## config.mk

```make
export PLATFORM = sky130hd
export DESIGN_NAME = rf_wb_sched
export DESIGN_NICKNAME = d
export VERILOG_FILES = /design/src/rtl/cpuhead_pkg.sv /design/src/rtl/rf_wb_sched_arb.sv /design/src/rtl/rf_wb_sched.sv
export SDC_FILE = /design/constraint.sdc
export NUM_CORES = 1
export LEC_CHECK = 0
export ABC_CLOCK_PERIOD_IN_PS = 15530
export CAP_MARGIN = 5
export CORE_ASPECT_RATIO = 0.75
export CORE_MARGIN = 8
export CORE_UTILIZATION = 39
export CTS_BUF_LIST = sky130_fd_sc_hd__clkbuf_4
export DETAILED_ROUTE_END_ITERATION = 12
export GPL_ROUTABILITY_DRIVEN = 0
export PLACE_DENSITY_LB_ADDON = 0.08
export SLEW_MARGIN = 20
export SYNTH_ARGS = -nofsm -noshare
export SYNTH_HDL_FRONTEND = slang
export SYNTH_HIERARCHICAL = 1
export SYNTH_SLANG_ARGS = --single-unit
```

## constraint.sdc

```tcl
create_clock -name clk -period 15.53 [get_ports clk]
set_input_delay 3.106 -clock clk [delete_from_list [all_inputs] [get_ports clk]]
set_output_delay 3.106 -clock clk [all_outputs]
set_load 0.01 [all_outputs]
```

## src/rtl/cpuhead_pkg.sv

```systemverilog
`default_nettype none
// +------------------------------------------------------------------+
// | cpuhead_pkg: shared CPU-head types and helpers                   |
// | Rev 1.0                                                          |
// +------------------------------------------------------------------+
package cpuhead_pkg;

    typedef logic [4:0]  regidx_t;
    typedef logic [31:0] word_t;

    typedef struct packed {
        logic    valid;
        regidx_t wa;
        word_t   wd;
    } wb_req_t;

    localparam int c_NUM_REGS = 32;

    function automatic logic [5:0] popcnt31(input logic [31:1] v);
        logic [5:0] cnt;
        cnt = 6'd0;
        for (int i = 1; i < c_NUM_REGS; i++) begin
            cnt = cnt + {5'd0, v[i]};
        end
        return cnt;
    endfunction

endpackage
`default_nettype wire

```

## src/rtl/rf_wb_sched_arb.sv

```systemverilog
`default_nettype none
// +------------------------------------------------------------------+
// | rr_arb2: two-requester round-robin arbiter, one-hot grants       |
// | Rev 1.0                                                          |
// +------------------------------------------------------------------+
module rr_arb2 (
    input  logic       clk,
    input  logic       resetn,
    input  logic [1:0] i_req,
    output logic [1:0] o_gnt
);

    // Set when requester 0 (A) wins a tie.
    logic r_prio_a;

    always_comb begin
        o_gnt = 2'b00;
        if (resetn) begin
            if (i_req == 2'b11) begin
                o_gnt = r_prio_a ? 2'b01 : 2'b10;
            end else begin
                o_gnt = i_req;
            end
        end
    end

    always_ff @(posedge clk) begin
        if (!resetn) begin
            r_prio_a <= 1'b1;
        end else if (o_gnt[0]) begin
            r_prio_a <= 1'b0;
        end else if (o_gnt[1]) begin
            r_prio_a <= 1'b1;
        end
    end

endmodule
`default_nettype wire

```

## src/rtl/rf_wb_sched.sv

```systemverilog
`default_nettype none
// +------------------------------------------------------------------+
// | rf_wb_sched: regfile writeback arbiter with busy scoreboard      |
// | Rev 1.0                                                          |
// +------------------------------------------------------------------+
module rf_wb_sched
    import cpuhead_pkg::*;
(
    input  logic    clk,
    input  logic    resetn,
    input  logic    i_a_valid,
    input  regidx_t i_a_wa,
    input  word_t   i_a_wd,
    output logic    o_a_ready,
    input  logic    i_b_valid,
    input  regidx_t i_b_wa,
    input  word_t   i_b_wd,
    output logic    o_b_ready,
    input  logic    i_claim_valid,
    input  regidx_t i_claim_idx,
    input  regidx_t i_q1_idx,
    input  regidx_t i_q2_idx,
    output logic    o_q1_busy,
    output logic    o_q2_busy,
    output logic    o_rf_we,
    output regidx_t o_rf_wa,
    output word_t   o_rf_wd,
    output logic [5:0] o_pend_cnt,
    output logic    o_err_dup
);

    logic [1:0]  w_gnt;
    logic        w_gnt_a;
    logic        w_gnt_b;
    logic [31:0] w_busy_full;
    logic [31:0] w_set;
    logic [31:0] w_clr;
    logic [31:0] w_busy_nxt;
    logic        w_dup;

    logic        r_rf_we;
    regidx_t     r_rf_wa;
    word_t       r_rf_wd;
    logic [31:1] r_busy;
    logic [5:0]  r_pend_cnt;
    logic        r_err_dup;

    rr_arb2 u_arb (
        .clk    (clk),
        .resetn (resetn),
        .i_req  ({i_b_valid, i_a_valid}),
        .o_gnt  (w_gnt)
    );

    assign w_gnt_a   = w_gnt[0];
    assign w_gnt_b   = w_gnt[1];
    assign o_a_ready = w_gnt_a;
    assign o_b_ready = w_gnt_b;

    // r0 is never tracked, so bit 0 of the full vector is always 0.
    assign w_busy_full = {r_busy, 1'b0};
    assign w_set       = (i_claim_valid && (i_claim_idx != 5'd0)) ? (32'd1 << i_claim_idx) : 32'd0;
    assign w_clr       = w_gnt_b ? (32'd1 << i_b_wa) : 32'd0;
    assign w_busy_nxt  = ((w_busy_full & ~w_clr) | w_set) & ~32'd1;
    assign w_dup       = |(w_set & w_busy_full & ~w_clr);

    // Also busy while the write is in flight, until the regfile holds it.
    assign o_q1_busy = (i_q1_idx != 5'd0) &&
                       (w_busy_full[i_q1_idx] ||
                        (w_gnt_b && (i_b_wa == i_q1_idx)) ||
                        (r_rf_we && (r_rf_wa == i_q1_idx)));
    assign o_q2_busy = (i_q2_idx != 5'd0) &&
                       (w_busy_full[i_q2_idx] ||
                        (w_gnt_b && (i_b_wa == i_q2_idx)) ||
                        (r_rf_we && (r_rf_wa == i_q2_idx)));

    always_ff @(posedge clk) begin
        if (!resetn) begin
            r_rf_we    <= 1'b0;
            r_rf_wa    <= 5'd0;
            r_rf_wd    <= 32'd0;
            r_busy     <= '0;
            r_pend_cnt <= 6'd0;
            r_err_dup  <= 1'b0;
        end else begin
            if (w_gnt_a) begin
                r_rf_we <= (i_a_wa != 5'd0);
                r_rf_wa <= i_a_wa;
                r_rf_wd <= i_a_wd;
            end else if (w_gnt_b) begin
                r_rf_we <= (i_b_wa != 5'd0);
                r_rf_wa <= i_b_wa;
                r_rf_wd <= i_b_wd;
            end else begin
                r_rf_we <= 1'b0;
            end
            r_busy     <= w_busy_nxt[31:1];
            r_pend_cnt <= popcnt31(w_busy_nxt[31:1]);
            if (w_dup) begin
                r_err_dup <= 1'b1;
            end
        end
    end

    assign o_rf_we    = r_rf_we;
    assign o_rf_wa    = r_rf_wa;
    assign o_rf_wd    = r_rf_wd;
    assign o_pend_cnt = r_pend_cnt;
    assign o_err_dup  = r_err_dup;

endmodule
`default_nettype wire
```

== After elaboration in Yosys (flattened, before gate mapping) ==
Cells that the tools add are included.

* Bits in registers: 77
* Word-level logic and storage cells: 86

* Magnitude comparators: 2
* $add $sub $neg: 30
* Eq/ne operators: 5
* Mux-type cells: 17
* Bitwise logic cells: 5
* Shift-type cells: 2
* Reduce and logical (&&, ||, !) cells: 18

{| class="wikitable"
|+ Operator list
! kind !! count
|-
| $add 6x1->6 || 25
|-
| $mux 32 || 4
|-
| $and 32x32->32 || 3
|-
| $shl 1x5->32 const A || 2
|-
| $not 32->32 || 1
|-
| $or 32x32->32 || 1
|-
| $reduce_or 32->1 || 1
|-
| $reduce_bool 5->1 || 5
|-
| $eq 5x5->1 || 4
|-
| $lt 5x6->1 const B || 2
|-
| $bmux 1 s5 || 2
|-
| $mux 5 || 2
|-
| $logic_and 1x1->1 || 7
|-
| $add 5x1->6 || 1
|-
| $mux 1 || 6
|-
| $mux 2 || 3
|-
| $add 4x1->5 || 1
|-
| $add 3x1->4 || 1
|-
| $logic_or 1x1->1 || 4
|-
| $add 2x1->3 || 1
|-
| $add 1x1->2 || 1
|-
| $eq 2x2->1 const B || 1
|-
| $reduce_bool 2->1 || 1
|}

== Depth between registers and ports, before layout ==
* Word-level depth: 37
* Mapped depth: 22
* Gate-level depth less buffers: 21

== By module ==
Netlist, hierarchy kept.

{| class="wikitable"
|+ By module, submodules not included
! module !! sequential area each (um^2) !! cells each !! times used !! area an instance (um^2)
|-
| rf_wb_sched || 1521.5 || 602 || 1 || 5168.7
|-
| rr_arb2 || 20.0 || 9 || 1 || 61.3
|}

== Worst setup path before layout ==
Ideal clock, no wire load.

* Path kind: input-to-reg
* Start: input port i_a_valid
* End: register r_pend_cnt[4] (netlist: o_pend_cnt[4])
* Buffers on the path: 1
* Data required time: 15.402 ns
* Data arrival time: 8.671 ns
* Path slack: 6.731 ns
* Setup time: 0.128 ns
* Stages: 20
* Path through: and2_4 -> nor2_1 -> buf_2 -> and4bb_2 -> nand2_1 -> a21o_1 -> fa_1 -> inv_1 -> fa_1 -> fa_1 -> inv_1 -> fa_1 -> fa_1 -> fa_1 -> fa_1 -> fa_1 -> a21o_1 -> a21oi_1 -> xor2_1 -> nor2_1

* Elaborated cells on any way between the ends: 37

{| class="wikitable"
|+ RTL lines
! item !! RTL line !! text
|-
| start, declared || rf_wb_sched.sv:11 || <nowiki>input logic i_a_valid,</nowiki>
|-
| $eq 2x2->1 || rf_wb_sched_arb.sv:19 || <nowiki>if (i_req == 2'b11) begin</nowiki>
|-
| $mux 2 || rf_wb_sched_arb.sv:19 ||
|-
| $mux 2 || rf_wb_sched_arb.sv:18 || <nowiki>if (resetn) begin</nowiki>
|-
| via o_b_ready || rf_wb_sched.sv:18 || <nowiki>output logic o_b_ready,</nowiki>
|-
| $mux 32 || rf_wb_sched.sv:63 || <nowiki>assign w_clr = w_gnt_b ? (32'd1 << i_b_wa) : 32'd0;</nowiki>
|-
| $not 32->32 || rf_wb_sched.sv:64 || <nowiki>assign w_busy_nxt = ((w_busy_full & ~w_clr) | w_set) & ~32'd1;</nowiki>
|-
| $and 32x32->32 || rf_wb_sched.sv:64 ||
|-
| $or 32x32->32 || rf_wb_sched.sv:64 ||
|-
| via w_busy_nxt[18] || rf_wb_sched.sv:38 || <nowiki>logic [31:0] w_busy_nxt;</nowiki>
|-
| $add 6x1->6 (14 in a row) || cpuhead_pkg.sv:23 || <nowiki>cnt = cnt + {5'd0, v[i]};</nowiki>
|-
| end signal, assigned || rf_wb_sched.sv:98 || <nowiki>r_pend_cnt <= popcnt31(w_busy_nxt[31:1]);</nowiki>
|-
| end, declared || rf_wb_sched.sv:45 || <nowiki>logic [5:0] r_pend_cnt;</nowiki>
|}

The timed path passes the listed nets, and every way through them passes these cells.
A chain may end at the register's enable or synchronous reset.

== Final worst setup path ==
* Start: input port resetn
* End: output port o_q1_busy

* Cells in the longest elaborated chain, start to end: 5

{| class="wikitable"
|+ Ends and longest elaborated chain
! item !! RTL line !! text
|-
| start, declared || rf_wb_sched.sv:10 || <nowiki>input logic resetn,</nowiki>
|-
| $mux 2 || rf_wb_sched_arb.sv:18 ||
|-
| $logic_and 1x1->1 || rf_wb_sched.sv:70 || <nowiki>(w_gnt_b && (i_b_wa == i_q1_idx)) ||</nowiki>
|-
| $logic_or 1x1->1 || rf_wb_sched.sv:69 || <nowiki>(w_busy_full[i_q1_idx] ||</nowiki>
|-
| $logic_or 1x1->1 || rf_wb_sched.sv:70 ||
|-
| $logic_and 1x1->1 || rf_wb_sched.sv:68 || <nowiki>assign o_q1_busy = (i_q1_idx != 5'd0) &&</nowiki>
|-
| end, declared || rf_wb_sched.sv:23 || <nowiki>output logic o_q1_busy,</nowiki>
|}

Every way passes these cells.

==> impl_metrics.py <==
metrics = {
    "worst_setup_path": {
        "rrSetupSlack_ns": 9.23,
        "start_kind": "input port",
        "worstSetupStartpoint": "resetn",
        "crit_type": "in -> out",
        "reg2reg_from": "u_arb/r_prio_a",
        "rr_endpoint": "o_pend_cnt[4]",
        "cp_data_arrival_time_ns": 6.80,
        "crit_path_end_kind": "output pin",
        "reg2regPathDepth": 19,
        "cp-endpoint": "o_q1_busy",
        "cp.required_ns": 12.42,
        "crit_fanout": 40,
    },
    "pwr": {
        "p_seq_share_pct": 46.2,
        "p_sw_share_pct": 30.5,
        "comb_power_share_pct": 26.7,
        "p_per_area_nw_per_um2": 67.3,
        "total_power_uw": 462,
        "p_int_uw": 321,
        "p_sw_uw": 141,
        "ir_worst_vdd_v": 0.0000310,
        "clock_power_share_pct": 27.1,
        "leakage_nw": 2.74,
    },
    "die": {
        "start_util_pct": 40.0,
        "io_pins": 143,
        "core.rowCount": 36,
        "coreArea_um2": 13100,
        "dieArea_um2": 17400,
        "die_h_um": 116,
        "die_w_um": 150,
    },
    "timing": {
        "relSlewSlack_pct": 39.4,
        "fin_crit_ns": 9.90,
        "slew_viol_final": 0,
        "tightest_slew_ns": 0.907,
        "setup_violations": 0,
        "finalHoldViolCount": 0,
        "rsz0062_at_grt": "no",
        "skew_ns": 0.0174,
        "fin_setup_tns_ns": 0,
        "max_freq_mhz": 101,
        "period_share_pct": 63.8,
    },
    "clock_network": {
        "clk_latency_ns": 0.45,
        "cts_setup_buffers": 0,
        "cts_buffer_depth": 2,
        "cts_tree": "built",
        "htreeDepth": 3,
        "clk_pin_slew_ns": 0.11,
        "cts_buffers": 9,
        "ctsHoldBuffers": 0,
        "cts-root-buf": "clkbuf_4",
        "post_cts_resized": 0,
        "cts.sinks": 77,
    },
    "cells_and_area": {
        "area_growth_pct": 31.2,
        "mostFrequentLayoutCell": "clkdlybuf4s50_1",
        "nets": 853,
        "mostFrequentLayoutCells": "clkdlybuf4s50_1 (142), nor2_1 (95), dfxtp_1 (77)",
        "drive_gt1_share_pct": 5.18,
        "nFillCells": 1210,
    },
    "worst_hold_path": {
        "hp-start": "u_arb/r_prio_a",
        "hold_class": "reg -> reg",
    },
    "drt": {
        "drt_first_pass_iters": 6,
        "ant_nets": 0,
        "avgRoutedWirePerCell_um": 19.4,
        "vias_per_cell": 5.54,
        "drt-initial-drc-count": 586,
        "drc": 0,
        "vias": 5016,
        "postRouteWirelength_um": 17600,
    },
    "run": {
        "cap_violations": 0,
    },
    "synth": {
        "ys_ff_latch": 77,
        "yosysWarnings": 6,
        "ys.flop_type": "dfxtp_1",
        "netlist_instances": 611,
        "synth_edf_count": 0,
        "ys_types": 54,
        "synth.avg_cell_area_um2": 8.56,
        "synth_area_um2": 5230,
        "yosysSeqAreaShare_pct": 29.5,
        "synth_nets": 735,
        "async_flop_share_pct": 0,
    },
    "global_route": {
        "grt_usage_pct": 20.3,
        "grt_max_degree": 77,
        "busiest_layer": "met2",
        "use_met1_pct": 27.3,
        "grt_pass1_vias": 4872,
        "grt_pass1_wl_um": 27300,
        "antenna_found_initial": 1,
        "use_met2_pct": 30.7,
        "gr-total-overflow": 0,
        "grt.met3_usage_pct": 6.43,
    },
    "outcome": {
        "status": "finished, final reports clean",
    },
    "placed_design": {
        "dpl.hpwl_um": 13700,
        "port_buffers": 142,
    },
}
[flip-flops by register name, indices dropped and copies added (netlist names)]
name and count:
o_rf_we 1, o_pend_cnt 6, o_rf_wa 5, o_err_dup 1, o_rf_wd 32, r_busy 31, u_arb/r_prio_a 1
[how the worst min path moves through the flow]
stage,endpoint,slack (ns),depth (start not counted)
final,u_arb/r_prio_a,0.57,2
after global placement,u_arb/r_prio_a,0.52,2
after CTS,r_busy[8],0.56,2
after floorplan,u_arb/r_prio_a,0.49,2
after global routing,u_arb/r_prio_a,0.60,2
after detailed placement,u_arb/r_prio_a,0.54,2
[per-layer routing]
| layer | routed length (um) | share of wire [%] | up-vias |
|---|---|---|---|
| li1 | - | - | 2360 |
| met1 | 7670 | 44 | 2357 |
| met3 | 1790 | 10 | 25 |
| met2 | 7920 | 45 | 274 |
| met4 | 233 | 1.3 | 0 |
| met5 | 0 | 0 | - |
[worst max-delay path: stages]
cell and delay [ns]:
clkdlybuf4s50_1 1.06, nand2_1 0.21, nor2_4 0.28, buf_4 0.60, a32oi_1 0.32, a311oi_1 0.34, a2111oi_0 0.12, a21oi_1 0.17
clkdlybuf4s50_1 0.55
[cells in the mapped netlist (12+ instances only)]
cell	n	area share, %
nand4_1	16	1.9
dfxtp_1	77	29
nor2_1	96	6.9
clkbuf_1	17	1.2
fa_1	23	8.8
a21oi_1	55	5.3
o21ai_0	13	1.2
xor2_1	17	2.8
mux2i_1	41	7.8
inv_1	27	1.9
and2_1	22	2.6
nand3_1	12	1.1
nand2_1	58	4.2
[cell type report]
cell class                 instances  area, um2  share of cell area [%]
antenna                            1       2.50                  0.0365
clock buffer                      10       75.1                    1.09
clock inverter                     6       63.8                   0.930
inverter                          27        101                    1.48
multi-input combinational        468       3410                    49.7
sequential                        77       1540                    22.5
tap                              171        214                    3.12
timing repair buffer             146       1450                    21.1
[power by group through the flow]
stage / logic, mW / clock network (mW) / registers [mW]
2_1_floorplan: 0.0606 / 0 / 0.220
3_3_place_gp: 0.122 / 0 / 0.218
3_5_place_dp: 0.123 / 0 / 0.218
4_1_cts: 0.124 / 0.130 / 0.214
5_1_grt: 0.135 / 0.138 / 0.215
6_report: 0.124 / 0.125 / 0.214
[kinds of logic after synthesis]
| group | Yosys count | share of synthesized area, % |
|---|---|---|
| compound gates | 103 | 12.0 |
| xor+xnor | 22 | 3.68 |
| fa+ha+maj | 30 | 10.5 |
| buf+inv | 66 | 5.60 |
| flops | 77 | 29.5 |
| mux | 57 | 14.8 |
| simple gates | 256 | 23.9 |
[metrics by stage]
step	cell area (um2)	worst slack (ns)	util [%]	cells	hold WS, ns
CTS	6860	5.65	52.5	905	0.563
global route	6860	5.43	52.5	906	0.600
detailed placement	6720	5.38	51.5	889	0.538
finish	6860	5.63	52.5	906	0.566
floorplan	5230	6.73	-	611	0.486
global placement	6720	5.49	51.5	889	0.517
Note: power is estimated with default switching activity, not from simulation.
